==> src/rtl/prng_stream.sv <==
// Fibonacci-LFSR random-word generator: one WIDTH-bit word every STEPS shifts,
// buffered in a DEPTH-entry first-word-fall-through FIFO with sticky status flags.
module prng_stream #(
  parameter int unsigned      WIDTH = 128,
  parameter logic [WIDTH-1:0] TAPS  = 128'hA000_0006_0000_0000_0000_0000_0000_0000,
  parameter int unsigned      STEPS = WIDTH,
  parameter int unsigned      DEPTH = 4
) (
  input  logic                       clock,
  input  logic                       reset,
  input  logic [WIDTH-1:0]           seed_i,
  input  logic                       ctrl_we,
  input  logic [3:0]                 ctrl_i,
  input  logic                       rd_en,
  output logic [WIDTH-1:0]           data_o,
  output logic                       data_valid,
  output logic                       busy,
  output logic                       done,
  output logic                       seed_err,
  output logic                       fifo_full,
  output logic [$clog2(DEPTH+1)-1:0] fifo_count,
  output logic [31:0]                word_cnt
);

  localparam int unsigned CntW   = $clog2(STEPS + 1);
  localparam int unsigned PtrW   = $clog2(DEPTH);
  localparam int unsigned CountW = $clog2(DEPTH + 1);

  typedef enum logic [1:0] {StIdle, StLoad, StRun, StPush} state_e;

  state_e              state_q, state_d;
  logic [WIDTH-1:0]    lfsr_q, lfsr_d;
  logic [CntW-1:0]     cnt_q, cnt_d;
  logic                cont_q, cont_d;
  logic                done_q, done_d;
  logic                seed_err_q, seed_err_d;
  logic [WIDTH-1:0]    mem_q [DEPTH];
  logic [WIDTH-1:0]    mem_d [DEPTH];
  logic [PtrW-1:0]     wptr_q, wptr_d;
  logic [PtrW-1:0]     rptr_q, rptr_d;
  logic [CountW-1:0]   count_q, count_d;
  logic [31:0]         word_cnt_q, word_cnt_d;

  logic fb, full, clr, push, pop;

  assign fb   = ^(lfsr_q & TAPS);
  assign full = (count_q == CountW'(DEPTH));
  assign clr  = ctrl_we & ctrl_i[3];

  always_comb begin
    state_d    = state_q;
    lfsr_d     = lfsr_q;
    cnt_d      = cnt_q;
    cont_d     = cont_q;
    done_d     = done_q;
    seed_err_d = seed_err_q;
    push       = 1'b0;

    unique case (state_q)
      StIdle: begin
        if (ctrl_we && ctrl_i[0]) begin
          done_d     = 1'b0;
          seed_err_d = 1'b0;
          cont_d     = ctrl_i[2];
          cnt_d      = '0;
          state_d    = ctrl_i[1] ? StLoad : StRun;
        end
      end
      StLoad: begin
        if (seed_i == '0) begin
          seed_err_d = 1'b1;
          state_d    = StIdle;
        end else begin
          lfsr_d  = seed_i;
          cnt_d   = '0;
          state_d = StRun;
        end
      end
      StRun: begin
        lfsr_d = {lfsr_q[WIDTH-2:0], fb};
        cnt_d  = cnt_q + CntW'(1);
        if (cnt_q == CntW'(STEPS - 1)) state_d = StPush;
      end
      StPush: begin
        // A same-cycle pop or clear frees a slot, so a full FIFO need not stall.
        if (!full || rd_en || clr) begin
          push = 1'b1;
          if (cont_q) begin
            cnt_d   = '0;
            state_d = StRun;
          end else begin
            done_d  = 1'b1;
            state_d = StIdle;
          end
        end
      end
      default: state_d = StIdle;
    endcase

    if (ctrl_we && state_q != StIdle) cont_d = ctrl_i[2];
  end

  always_comb begin
    pop        = rd_en && (count_q != '0) && !clr;
    mem_d      = mem_q;
    wptr_d     = wptr_q;
    rptr_d     = rptr_q;
    count_d    = count_q;
    word_cnt_d = word_cnt_q;

    if (clr) begin
      rptr_d  = wptr_q;
      count_d = '0;
    end
    if (pop) begin
      rptr_d  = rptr_q + PtrW'(1);
      count_d = count_q - CountW'(1);
    end
    if (push) begin
      mem_d[wptr_q] = lfsr_q;
      wptr_d        = wptr_q + PtrW'(1);
      count_d       = count_d + CountW'(1);
      word_cnt_d    = word_cnt_q + 32'd1;
    end
  end

  always_ff @(posedge clock or posedge reset) begin
    if (reset) begin
      state_q    <= StIdle;
      lfsr_q     <= WIDTH'(1);
      cnt_q      <= '0;
      cont_q     <= 1'b0;
      done_q     <= 1'b0;
      seed_err_q <= 1'b0;
      wptr_q     <= '0;
      rptr_q     <= '0;
      count_q    <= '0;
      word_cnt_q <= '0;
      for (int i = 0; i < DEPTH; i++) mem_q[i] <= '0;
    end else begin
      state_q    <= state_d;
      lfsr_q     <= lfsr_d;
      cnt_q      <= cnt_d;
      cont_q     <= cont_d;
      done_q     <= done_d;
      seed_err_q <= seed_err_d;
      wptr_q     <= wptr_d;
      rptr_q     <= rptr_d;
      count_q    <= count_d;
      word_cnt_q <= word_cnt_d;
      mem_q      <= mem_d;
    end
  end

  assign data_valid = (count_q != '0);
  assign data_o     = data_valid ? mem_q[rptr_q] : '0;
  assign fifo_full  = full;
  assign fifo_count = count_q;
  assign busy       = (state_q != StIdle);
  assign done       = done_q;
  assign seed_err   = seed_err_q;
  assign word_cnt   = word_cnt_q;

endmodule
==> config.mk <==
export PLATFORM = sky130hd
export DESIGN_NAME = prng_stream
export DESIGN_NICKNAME = d
export VERILOG_FILES = /design/src/rtl/prng_stream.sv
export SDC_FILE = /design/constraint.sdc
export NUM_CORES = 1
export LEC_CHECK = 0
export ABC_CLOCK_PERIOD_IN_PS = 32700
export CAP_MARGIN = 20
export CORE_UTILIZATION = 43
export DETAILED_ROUTE_END_ITERATION = 10
export GPL_TIMING_DRIVEN = 0
export SLEW_MARGIN = 20
export SYNTH_ARGS = -nofsm -noshare
export SYNTH_HDL_FRONTEND = slang
export SYNTH_SLANG_ARGS = --single-unit
==> constraint.sdc <==
create_clock -name clock -period 32.7 [get_ports clock]
set_input_delay 6.54 -clock clock [delete_from_list [all_inputs] [get_ports clock]]
set_output_delay 6.54 -clock clock [all_outputs]
set_load 0.03 [all_outputs]
==> results of run 1 <==
[registers in the layout, summed over array words and instances, names as in the netlist]
signal,count
cnt_q,8
cont_q,1
done,1
fifo_count,3
lfsr_q,128
mem_q,512
rptr_q,2
seed_err,1
state_q,2
word_cnt,32
wptr_q,2
[cells by family after synthesis]
family,Yosys count,share of synthesized area [%]
multiplexers,771,32.4
XOR/XNOR,42,1.13
adder cells (fa/ha/maj),9,0.347
flip-flops,692,53.4
buffers and inverters,162,2.63
AND/OR/NAND/NOR,657,9.35
AO/OA/AOI/OAI,37,0.722
[metal layers]
metal	global-route usage, %	vias up	routed length, um
met5	0	-	32
met4	8.17	6	2750
met3	4.26	152	4160
met2	37.3	434	41800
met1	30.7	10720	37600
li1	-	9169	-
[Yosys cell counts (23+ instances only)]
master,number
nand2_1,405
mux4_2,128
mux2_4,100
nor4_1,33
nor2_1,24
buf_2,49
xnor2_1,28
and2_1,131
buf_4,23
clkbuf_1,55
mux2_2,540
dfrtp_1,691
[placed cells by master, fill, tap and decap left out, types with 3 or more instances in the layout]
master and count:
clkbuf_8 14, nor4_2 6, nand4_1 19, o21ai_0 11
clkdlybuf4s50_1 302, bufinv_16 5, buf_1 12, clkinv_2 10
xnor2_1 28, nor4_1 29, nor2_1 24, xor2_1 14
nor3_1 5, inv_1 9, and2_1 131, or2_2 3
buf_4 24, dfrtp_1 691, buf_2 49, clkbuf_16 79
clkbuf_1 74, a41oi_1 3, mux4_2 128, nor2b_1 3
buf_16 8, and3_1 11, a21oi_1 9, mux2_4 100
inv_6 5, nand3_1 15, ha_1 9, buf_6 13
mux2_2 540, nand2_1 405, a31oi_1 3
[metrics by stage]
stage / setup slack, ps / TNS [ps] / instance area, um^2
3_3_place_gp: -311 / -148220 / 36600
4_1_cts: 22070 / 0 / 39400
3_5_place_dp: 22750 / 0 / 36900
6_report: 22160 / 0 / 39400
2_1_floorplan: 6760 / 0 / 32400
5_1_grt: 21990 / 0 / 39400
[area by class of cell]
cell class	instances	share of cell area (%)
flip-flops and latches	692	43.9
multi-input cells	1516	36.2
repair buffers	311	8.25
clock buffers	114	5.70
well taps	969	3.08
plain buffers	152	2.08
clock inverters	21	0.638
inverters	10	0.114
diodes	2	0.0127
[worst max-delay path by stage]
stage                                to  slack (ps)  depth (start not counted)
6_report                    data_o[125]       22160                          6
5_1_grt                     data_o[125]       21990                          6
4_1_cts                      data_o[78]       22070                          6
3_5_place_dp                 data_o[78]       22750                          6
3_3_place_gp   word_cnt[11]$_DFFE_PP0P_        -310                          2
2_1_floorplan      cnt_q[0]$_DFFE_PP0P_        6760                          1
[power breakdown]
group | internal (mW) | switching (mW)
registers | 1.01 | 0.167
clock network | 0.515 | 0.352
logic | 0.344 | 0.349
[worst register-to-register path, cell delays in order (launching register included)]
cell and delay (ps):
dfrtp_1 380, inv_1 110, ha_1 180, nand2_1 150
o311a_1 420, nand2_1 120, clkbuf_1 820, buf_2 480
mux2_2 390
==> impl_metrics.py, run 1 <==
metrics = {
    "run": {
        "cap_viol_max_count": 0,
    },
    "setup_path": {
        "critPathKind": "reg -> out",
        "cp-end-kind": "output port",
        "crit_slowest_cell": "clkdlybuf4s50_1",
        "worst-path-buf-inv": 4,
        "r2r_cells": 8,
        "cp_max_fo": 10,
        "crit_path_start_kind": "flip-flop",
        "crit_top_cell": "buf_1",
        "cp_data_arrival_time_ps": 4000,
        "reg2reg_to": "mem_q[503]$_DFFE_PP0P_",
        "cp_data_required_time_ps": 26160,
        "crit_start": "rptr_q[1]$_DFFE_PP0P_",
        "cpPeakStageDelay_ps": 720,
        "r2r_start": "fifo_count[0]$_DFF_PP0_",
        "crit_family": "buffers and inverters",
        "r2r_slack_ps": 29530,
        "crit_path_cell_trace": "buf_2 -> buf_1 -> buf_1 -> mux4_2 -> and2_1 -> clkdlybuf4s50_1",
    },
    "layout": {
        "drive_gt1_share_pct": 35.1,
        "register_area_um2": 17300,
        "utilization_pct": 52.9,
        "syn_to_final_growth_pct": 21.6,
        "fin_cells": 3787,
        "multi_input_area_um2": 14300,
        "nets": 2905,
        "fillers": 6257,
    },
    "clocking": {
        "cts_resized": 0,
        "cts.path.max_buffers": 3,
        "cts_setup_buffers": 0,
        "htreeDepth": 3,
        "path_clk_slew_ps": 60,
        "clock-sinks": 692,
        "clk_latency_ps": 620,
        "hold_buffers": 0,
        "cts-root-buf": "clkbuf_16",
        "cts_tree": "done",
        "cts_inserted_buffers": 77,
    },
    "sta": {
        "fmax_mhz": 94.8,
        "finalHoldViolations": 0,
        "hold_slack_ps": 467,
        "period_share_pct": 32.2,
        "skew_ps": 21.0,
        "drv_slew": 0,
        "worst_pin_slew_ps": 1110,
        "period_needed_ps": 10540,
        "slew_headroom_pct": 26.2,
        "rsz0062_at_grt": "no",
        "finalSetupViolCount": 0,
    },
    "power_and_ir_drop": {
        "power_mw": 2.73,
        "power.density_nw_per_um2": 69.4,
        "peakVddDrop_mv": 0.0450,
        "p_leak_nw": 19.0,
    },
    "floorplan": {
        "initial_core_util_pct": 43.5,
        "ioPinCount": 304,
        "die_y_um": 277,
        "die_w_um": 277,
        "coreArea_um2": 74600,
        "rows": 100,
        "die_area_um2": 76500,
    },
    "yosys": {
        "ys_ff_latch": 692,
        "synth_nets": 2515,
        "yosysTopAreaCellShare_pct": 53.3,
        "synth_top_area_cell": "dfrtp_1",
        "synth_area_per_cell_um2": 13.7,
        "ys_warn_count": 0,
        "synth-seq-area-share_pct": 53.4,
        "synth_area_um2": 32400,
        "synth.area.top_cells": "dfrtp_1, mux2_2, mux4_2",
        "synth_top_flop_cell": "dfrtp_1",
        "async_flop_share_pct": 100,
        "ys_types": 44,
        "syn_inst": 2370,
        "synth_edf_count": 0,
    },
    "route": {
        "vias_per_cell": 5.41,
        "drtIter0Drc": 1269,
        "via_count": 20481,
        "drt_drc_violations_left": 0,
        "wirelength_mm": 86.3,
        "routedWlPerCell_um": 22.8,
        "first_pass_iters": 7,
        "ant_nets": 0,
    },
    "grt": {
        "grt_max_degree": 110,
        "grt_pass1_vias": 22174,
        "antenna_found_initial": 6,
        "grt_usage_pct": 22.9,
        "overflow": 0,
        "grt_pass1_wl_mm": 134,
    },
    "worst_hold_path": {
        "min_delay_worst_endpoint": "word_cnt[31]$_DFFE_PP0P_",
        "hp-class": "reg -> reg",
        "holdCritStartpoint": "word_cnt[31]$_DFFE_PP0P_",
        "hold-path-cell-count": 1,
    },
    "place": {
        "gp_congestion": 0.831,
        "portBuffers": 302,
        "dp_cells": 3650,
        "hpwl_mm": 60.2,
    },
    "outcome": {
        "outcome": "finished, final reports clean",
    },
}
(Power assumes the default switching activity.)
==> run 2, diff against run 1 <==
--- a/config.mk
+++ b/config.mk
@@ -5,7 +5,7 @@
 export SDC_FILE = /design/constraint.sdc
 export NUM_CORES = 1
 export LEC_CHECK = 0
-export ABC_CLOCK_PERIOD_IN_PS = 32700
+export ABC_CLOCK_PERIOD_IN_PS = 10000
 export CAP_MARGIN = 20
 export CORE_UTILIZATION = 43
 export DETAILED_ROUTE_END_ITERATION = 10
==> constraint.sdc (replaced) <==
create_clock -name clock -period 10 [get_ports clock]
set_input_delay 2 -clock clock [delete_from_list [all_inputs] [get_ports clock]]
set_output_delay 2 -clock clock [all_outputs]
set_load 0.03 [all_outputs]
==> run 2 against run 1 <==
Against the previous run: design area up 0.55%; largest cell class unchanged; first-iteration DRC count down 17%; total power rose to 3.3 times the previous value; hold slack better by 3.5 ps; combinational power rose to 3.3 times the previous value; largest power group unchanged.
==> impl_metrics.py, run 2 (same netlist as run 1, synthesis figures left out) <==
metrics = {
    "outcome": {
        "outcome": "finished, final reports clean",
    },
    "clocking": {
        "cts.path.max_buffers": 3,
        "cts_setup_buffers": 0,
        "clock-sinks": 692,
        "path_clk_slew_ps": 60,
        "cts_tree": "done",
        "cts_inserted_buffers": 77,
        "cts-root-buf": "clkbuf_16",
        "htreeDepth": 3,
        "cts_resized": 0,
        "clk_latency_ps": 610,
        "hold_buffers": 0,
    },
    "layout": {
        "fin_cells": 3802,
        "fillers": 6283,
        "largest_reg_flops": 512,
        "nets": 2919,
        "register_area_um2": 17300,
        "multi_input_area_um2": 14300,
        "layout_commonest_cell": "dfrtp_1",
        "registers.top_by_ff_count": "mem_q",
        "drive_gt1_share_pct": 35.5,
        "layout_common_cells": "dfrtp_1, mux2_2, nand2_1",
        "utilization_pct": 53.1,
        "syn_to_final_growth_pct": 22.3,
    },
    "sta": {
        "period_needed_ps": 6030,
        "hold_slack_ps": 471,
        "fmax_mhz": 166,
        "slew_headroom_pct": 28.3,
        "period_share_pct": 60.3,
        "tns_ps": 0,
        "worst_pin_slew_ps": 1080,
        "finalHoldViolations": 0,
        "finalSetupViolCount": 0,
        "skew_ps": 21.8,
        "rsz0062_at_grt": "no",
        "drv_slew": 0,
    },
    "setup_path": {
        "critPathKind": "reg -> out",
        "reg2reg_to": "cnt_q[6]$_DFFE_PP0P_",
        "cp_data_required_time_ps": 8000,
        "r2r_start": "state_q[1]$_DFFE_PP0P_",
        "crit_path_cell_trace": "buf_2 -> buf_1 -> buf_1 -> mux4_2 -> and2_1 -> clkdlybuf4s50_1",
        "r2r_slack_ps": 6880,
        "cpPeakStageDelay_ps": 710,
        "crit_top_cell": "buf_1",
        "cp_data_arrival_time_ps": 4030,
        "cp_max_fo": 10,
        "crit_path_start_kind": "flip-flop",
        "r2r_cells": 6,
        "cp-end-kind": "output port",
        "crit_slowest_cell": "clkdlybuf4s50_1",
    },
    "route": {
        "ant_nets": 0,
        "routedWlPerCell_um": 22.9,
        "vias_per_cell": 5.43,
        "drt_drc_violations_left": 0,
        "wirelength_mm": 87.2,
        "first_pass_iters": 5,
        "drtIter0Drc": 1058,
        "via_count": 20643,
    },
    "floorplan": {
        "die_w_um": 277,
        "rows": 100,
        "ioPinCount": 304,
        "initial_core_util_pct": 43.5,
        "die_y_um": 277,
        "coreArea_um2": 74600,
        "die_area_um2": 76500,
    },
    "run": {
        "cap_viol_max_count": 0,
    },
    "place": {
        "hpwl_mm": 62.1,
        "gp_congestion": 0.835,
        "dp_cells": 3664,
        "portBuffers": 302,
    },
    "power_and_ir_drop": {
        "power.density_nw_per_um2": 225,
        "p_leak_nw": 19.1,
        "peakVddDrop_mv": 0.105,
        "power_mw": 8.91,
    },
    "grt": {
        "antenna_found_initial": 5,
        "overflow": 0,
        "grt_pass1_vias": 22030,
        "grtUsageMet1_pct": 31.1,
        "grt_usage_pct": 23.1,
        "top_usage_layer": "met2",
        "use_met2_pct": 38.5,
        "grt_pass1_wl_mm": 135,
        "use_met3_pct": 3.66,
        "grt_max_degree": 37,
    },
    "worst_hold_path": {
        "hp-class": "reg -> reg",
        "holdCritStartpoint": "word_cnt[31]$_DFFE_PP0P_",
        "hold-path-cell-count": 1,
        "min_delay_worst_endpoint": "word_cnt[31]$_DFFE_PP0P_",
    },
}
[run 2: how the worst max path moves through the flow]
stage / end / cells past startpoint / start / slack (ps)
floorplan: cnt_q[0]$_DFFE_PP0P_ / 1 / reset / -1470
global route: data_o[64] / 7 / rptr_q[0]$_DFFE_PP0P_ / 3850
global placement: word_cnt[8]$_DFFE_PP0P_ / 2 / reset / -5350
CTS: data_o[124] / 6 / rptr_q[1]$_DFFE_PP0P_ / 3870
finish: data_o[120] / 6 / rptr_q[1]$_DFFE_PP0P_ / 3970
detailed placement: data_o[124] / 6 / rptr_q[1]$_DFFE_PP0P_ / 4520
[run 2: per-stage QoR]
step | area [um^2] | setup slack (ps)
after floorplan | 32400 | -1470
after global placement | 36700 | -5350
after detailed placement | 37200 | 4520
after CTS | 39600 | 3870
after global routing | 39600 | 3850
final | 39600 | 3970
[run 2: area by class of cell]
class,count,area share [%]
buffer,152,2.07
timing repair buffer,325,8.85
clock inverter,17,0.455
multi-input combinational,1516,36.0
sequential,692,43.7
antenna,2,0.0126
clock buffer,119,5.76
tap,969,3.06
inverter,10,0.104
[run 2: worst max-delay path, delay by kind of cell (launching register included)]
family                 cells  cell delay (ps)
buffers and inverters      4             2480
flip-flops                 1              370
multiplexers               1              340
AND/OR/NAND/NOR            1              220
[run 2: where the power goes]
part	leakage (nW)	internal, mW	switching, mW
clock network	1.21	1.65	1.14
logic	8.43	1.14	1.15
registers	9.44	3.29	0.546
total	19.1	6.08	2.84
[run 2: metal layers]
layer	vias up	routed length, um
met3	123	3870
met1	10882	38300
met2	444	42800
li1	9192	-
met5	-	12
met4	2	2280
==> run 3, diff against run 2 <==
--- a/config.mk
+++ b/config.mk
@@ -5,11 +5,12 @@
 export SDC_FILE = /design/constraint.sdc
 export NUM_CORES = 1
 export LEC_CHECK = 0
-export ABC_CLOCK_PERIOD_IN_PS = 10000
+export ABC_CLOCK_PERIOD_IN_PS = 5340
 export CAP_MARGIN = 20
 export CORE_UTILIZATION = 43
 export DETAILED_ROUTE_END_ITERATION = 10
 export GPL_TIMING_DRIVEN = 0
+export PLACE_DENSITY = 0.65
 export SLEW_MARGIN = 20
 export SYNTH_ARGS = -nofsm -noshare
 export SYNTH_HDL_FRONTEND = slang
==> constraint.sdc (replaced) <==
create_clock -name clock -period 5.34 [get_ports clock]
set_input_delay 1.068 -clock clock [delete_from_list [all_inputs] [get_ports clock]]
set_output_delay 1.068 -clock clock [all_outputs]
set_load 0.03 [all_outputs]
==> run 3 against run 2 <==
Against the previous run: critical path depth up 1; routed wire length shrank 1.4%; clock skew grew 2.6 ps; final cell count is 0.24% higher; flip-flop and latch count unchanged; utilization up 0.20 points; first-iteration DRC count is 4.5% lower; global-route usage is 0.26 points lower; design area up 0.38%; clock power is 95% higher; via count increased by 0.52%; critical path type unchanged; largest cell class unchanged; largest power group unchanged.
==> impl_metrics.py, run 3 (same netlist as run 1, synthesis figures left out) <==
metrics = {
    "sta": {
        "rsz0062_at_grt": "no",
        "fmax_mhz": 196,
        "worst_pin_slew_ps": 1160,
        "skew_ps": 24.4,
        "finalHoldViolations": 0,
        "period_share_pct": 95.4,
        "slew_headroom_pct": 22.3,
        "finalSetupViolCount": 0,
        "drv_slew": 0,
        "period_needed_ps": 5100,
    },
    "place": {
        "hpwl_mm": 61.6,
        "gp_congestion": 0.825,
        "place_area_um2": 37200,
        "portBuffers": 302,
    },
    "floorplan": {
        "die_y_um": 277,
        "ioPinCount": 304,
        "die_w_um": 277,
        "initial_core_util_pct": 43.5,
        "rows": 100,
        "coreArea_um2": 74600,
        "die_area_um2": 76500,
    },
    "route": {
        "first_pass_iters": 7,
        "vias_per_cell": 5.45,
        "drtIter0Drc": 1010,
        "wirelength_mm": 85.9,
        "drt_drc_violations_left": 0,
        "ant_nets": 0,
        "via_count": 20751,
        "routedWlPerCell_um": 22.5,
    },
    "layout": {
        "drive_gt1_share_pct": 35.4,
        "layout_common_cells": "dfrtp_1, mux2_2, nand2_1",
        "multi_input_area_um2": 14200,
        "registers.top_by_ff_count": "mem_q",
        "register_area_um2": 17300,
        "nets": 2921,
        "syn_to_final_growth_pct": 22.7,
        "fillers": 6212,
        "layout_commonest_cell": "dfrtp_1",
        "stdcell_area_um2": 39800,
        "largest_reg_flops": 512,
    },
    "power_and_ir_drop": {
        "power.density_nw_per_um2": 424,
        "p_leak_nw": 19.1,
        "peakVddDrop_mv": 0.228,
        "power_mw": 16.9,
    },
    "setup_path": {
        "cp_max_fo": 10,
        "crit_path_start_kind": "flip-flop",
        "cp_data_arrival_time_ps": 4030,
        "critPathKind": "reg -> out",
        "cp-end-kind": "output port",
        "cp_data_required_time_ps": 4270,
    },
    "clocking": {
        "cts_tree": "done",
        "path_clk_slew_ps": 60,
        "clock-sinks": 692,
        "clk_latency_ps": 610,
        "htreeDepth": 3,
        "cts-root-buf": "clkbuf_16",
        "cts_resized": 0,
        "cts.path.max_buffers": 3,
        "cts_setup_buffers": 0,
        "hold_buffers": 0,
        "cts_inserted_buffers": 76,
    },
    "run": {
        "cap_viol_max_count": 0,
    },
    "grt": {
        "grt_max_degree": 37,
        "grt_pass1_vias": 22302,
        "grt_pass1_wl_mm": 134,
        "antenna_found_initial": 10,
        "grt_usage_pct": 22.9,
        "overflow": 0,
    },
    "worst_hold_path": {
        "hp-class": "reg -> reg",
    },
    "outcome": {
        "outcome": "finished, final reports clean",
    },
}
run 3: changes by cell type in the layout (fill, tap and decap cells not counted), moves of 2 or more:
cell / before / now
clkinv_2: 8 / 12
bufinv_16: 3 / 9
nor4_2: 6 / 2
inv_6: 3 / 5
clkbuf_8: 20 / 8
buf_16: 3 / 7
buf_12: 20 / 18
nor4_1: 29 / 33
diode_2: 2 / 7
run 3: path summary, 6_finish.rpt:
path	slack, ps	endpoint	cells past startpoint	from
max reg2reg	2110	mem_q[436]$_DFFE_PP0P_	8	fifo_count[1]$_DFF_PP0_
max	240	data_o[65]	7	rptr_q[0]$_DFFE_PP0P_
max in group asynchronous	2190	word_cnt[14]$_DFFE_PP0P_	10	reset
min reg2reg	470	word_cnt[31]$_DFFE_PP0P_	1	word_cnt[31]$_DFFE_PP0P_
min in group asynchronous	950	mem_q[311]$_DFFE_PP0P_	2	reset
min	470	word_cnt[31]$_DFFE_PP0P_	1	word_cnt[31]$_DFFE_PP0P_
run 3: critical path: stages (launching register included):
cell	delay [ps]
dfrtp_1	330
clkbuf_1	300
buf_2	470
clkbuf_1	700
buf_2	440
mux4_2	340
and2_1	220
clkdlybuf4s50_1	620
run 3: final cells by class:
cell class,count,share of cell area [%]
plain buffers,152,2.06
clock inverters,30,1.04
multi-input cells,1516,35.8
well taps,969,3.05
diodes,7,0.0440
flip-flops and latches,692,43.5
inverters,10,0.104
repair buffers,328,9.00
clock buffers,107,5.38
run 3: layer usage:
metal	vias to the layer above	track usage (%)	wire (um)
met3	158	3.64	4390
met1	10827	31.0	37200
met2	549	37.3	41600
li1	9215	-	-
met5	-	0	10
met4	2	8.32	2740
run 3: stage by stage:
stage	hold slack, ps	TNS [ps]	cells	utilization, %	setup WS, ps
2_1_floorplan	469	-3593820	2370	-	-5200
3_3_place_gp	458	-6120460	3641	49.2	-8960
3_5_place_dp	468	0	3667	49.9	551
4_1_cts	478	0	3804	53.3	134
5_1_grt	481	0	3806	53.3	124
6_report	472	0	3811	53.4	244
run 3: power breakdown:
part	internal [mW]	total, mW	switching (mW)	leakage [nW]
logic	2.13	4.28	2.15	8.46
clock network	3.24	5.42	2.17	1.25
registers	6.17	7.18	1.01	9.44
==> variant (flow settings as in run 3) <==
Reset style: synchronous (`reset`), changed in one clocked block.
--- a/src/rtl/prng_stream.sv
+++ b/src/rtl/prng_stream.sv
@@ -124,7 +124,7 @@
     end
   end
 
-  always_ff @(posedge clock or posedge reset) begin
+  always_ff @(posedge clock) begin
     if (reset) begin
       state_q    <= StIdle;
       lfsr_q     <= WIDTH'(1);
Check against the original RTL: not settled (the Yosys comparison gave no result); the edit may change what the design does.
==> variant against run 3 <==
Worst setup slack gained 120 ps; final area shrank 8.6%; area after synthesis shrank 9.0%; sequential cell count is the same; clock skew shrank 13 ps; count of clock-buffer cells in the layout grew 4; via count grew 32%; wire length grew 19%; first-iteration DRC count grew to 2.5 times the old value; utilization grew 0.50 points.
Power is not compared: it rests on default switching activity, and its combinational part moved more than twofold at a synthesized area within 25%.
==> variant: results (changes against run 3) <==
[final_layout]
flops_and_latches=692  ; unchanged
nMultiInputCombCells=2587  ; +71%
final-nonclk-buf-share_pct=12.2  ; +1.1 points
regArea_um2=13900  ; -20%
clkbuf_count=111  ; +3.7%
antenna_cells=1  ; -6
n_all_buffers=606  ; +26%
fin_nets=4122  ; +41%
fillers=6299  ; +1.4%
clkCellAreaFrac_pct=7.35  ; +0.94 points
drive_gt1_share_pct=8.45  ; -27 points
n_all_inverters=14  ; +4
multi_input_area_share_pct=39.2  ; +3.4 points
largest_register=mem_q

[hold_path]
whs_endpoint=mem_q[22]
hp-start=mem_q[22]
min_path_cells=2  ; +1

[status]
status=finished clean

[synth]
ys_top_cells_by_area=dfxtp_1 47%, nand2_1 13%, mux4_2 9.8%
synthArstFlopShare_pct=0  ; -100 points
synth_common_cells=1054 x nand2_1, 692 x dfxtp_1, 528 x a21oi_1, 304 x nor2_1, 199 x clkbuf_1
synth.most_common_cell=nand2_1
syn_inst=3594  ; +52%
synth_flop_cell=dfxtp_1
synth_cell_type_count=44  ; unchanged
seq_area_frac_synth_pct=47.0  ; -6.5 points

[power_and_ir_drop]
p_total_uw=11900

[detailed_routing]
wl_met2_um=46400  ; +12%
top_layer_used=met4
dr.pass1.iters=6  ; -1
wl_met1_um=41400  ; +11%
dr_wl_met3_um=10200  ; +130%
initialDrtViolationCount=2543  ; +150%
vias=27400  ; +32%
vias_per_cell=5.58  ; +2.5%
routed_wl_um=102000  ; +19%

[placement]
portBuffers=302  ; unchanged
dp_cells=4772  ; +30%
place_area_um2=33700  ; -9.5%
dpl.hpwl_um=71300  ; +16%
place.gp.congestion=0.851  ; +3.2%

[global_route]
antenna_found_initial=1  ; -9
grt_util_all_layers_pct=28.6  ; +5.8 points
grt_pass1_vias=26300  ; +18%
grt_max_degree=14  ; -62%
grt_pass1_wl_um=154000  ; +15%

[critical_path]
cp.arrival_ps=3900  ; -130 ps
r2r_start=state_q[0]
crit_fanout=10  ; unchanged
max_stage_delay_ps=740  ; +40 ps
rr_worst_depth=8  ; unchanged
reg2reg_to=lfsr_q[123]
rrSetupSlack_ps=1820  ; -290 ps

[sta]
tightestPinTransition_ps=1140  ; -14.7 ps
clock_skew_ps=11.9  ; -12.6 ps

[floorplan]
coreArea_um2=67500  ; -9.5%

variant: cell count changes after synthesis, sizes merged, moves of 280 or more:
cell   before   now
mux2      641     0
a21oi       9   528
dfxtp       0   692
dfrtp     691     0
nand2     405  1054
nor2       24   304
variant: cells by family (layout without fill, tap and decap cells):
family	after synthesis	in the layout	synth area share, %
simple gates	1852	1852	27.2
flops	692	692	47.0
compound gates	562	562	9.81
buf+inv	315	755	4.75
mux	132	132	9.91
xor+xnor	32	32	0.950
fa+ha+maj	9	9	0.382
other cells	0	1	0
variant: worst max path at each step:
| stage | start | endpoint | slack (ps) | depth (start not counted) |
|---|---|---|---|---|
| after floorplan | fifo_count[0] | data_o[118] | 2340 | 6 |
| after global placement | seed_i[50] | lfsr_q[123] | -380 | 9 |
| after detailed placement | seed_i[87] | lfsr_q[124] | -70 | 9 |
| after CTS | fifo_count[1] | data_o[93] | 320 | 9 |
| after global routing | fifo_count[0] | data_o[95] | 200 | 9 |
| final | rptr_q[0] | data_o[98] | 370 | 6 |
variant: worst register-to-register path, stage by stage, from the launching register on:
cell	delay (ps)
dfxtp_1	310
buf_2	240
inv_1	230
nor2_1	180
a21boi_1	640
clkbuf_1	870
clkbuf_1	590
nor3_1	100
nor4_1	250
variant: through the flow:
| stage | setup slack [ps] | utilization (%) | TNS (ps) | hold slack [ps] |
|---|---|---|---|---|
| finish | 367 | 53.8 | 0 | 452 |
| global route | 200 | 53.8 | 0 | 468 |
| CTS | 318 | 53.8 | 0 | 452 |
| detailed placement | -74.3 | 49.9 | -631 | 444 |
| global placement | -383 | 49.8 | -26230 | 438 |
| floorplan | 2340 | - | 0 | 433 |
variant: metal layers:
metal,up-vias,global-route usage [%]
met2,1239,45.3
met5,-,0
met4,0,12.1
li1,12900,-
met3,202,7.37
met1,13000,36.9
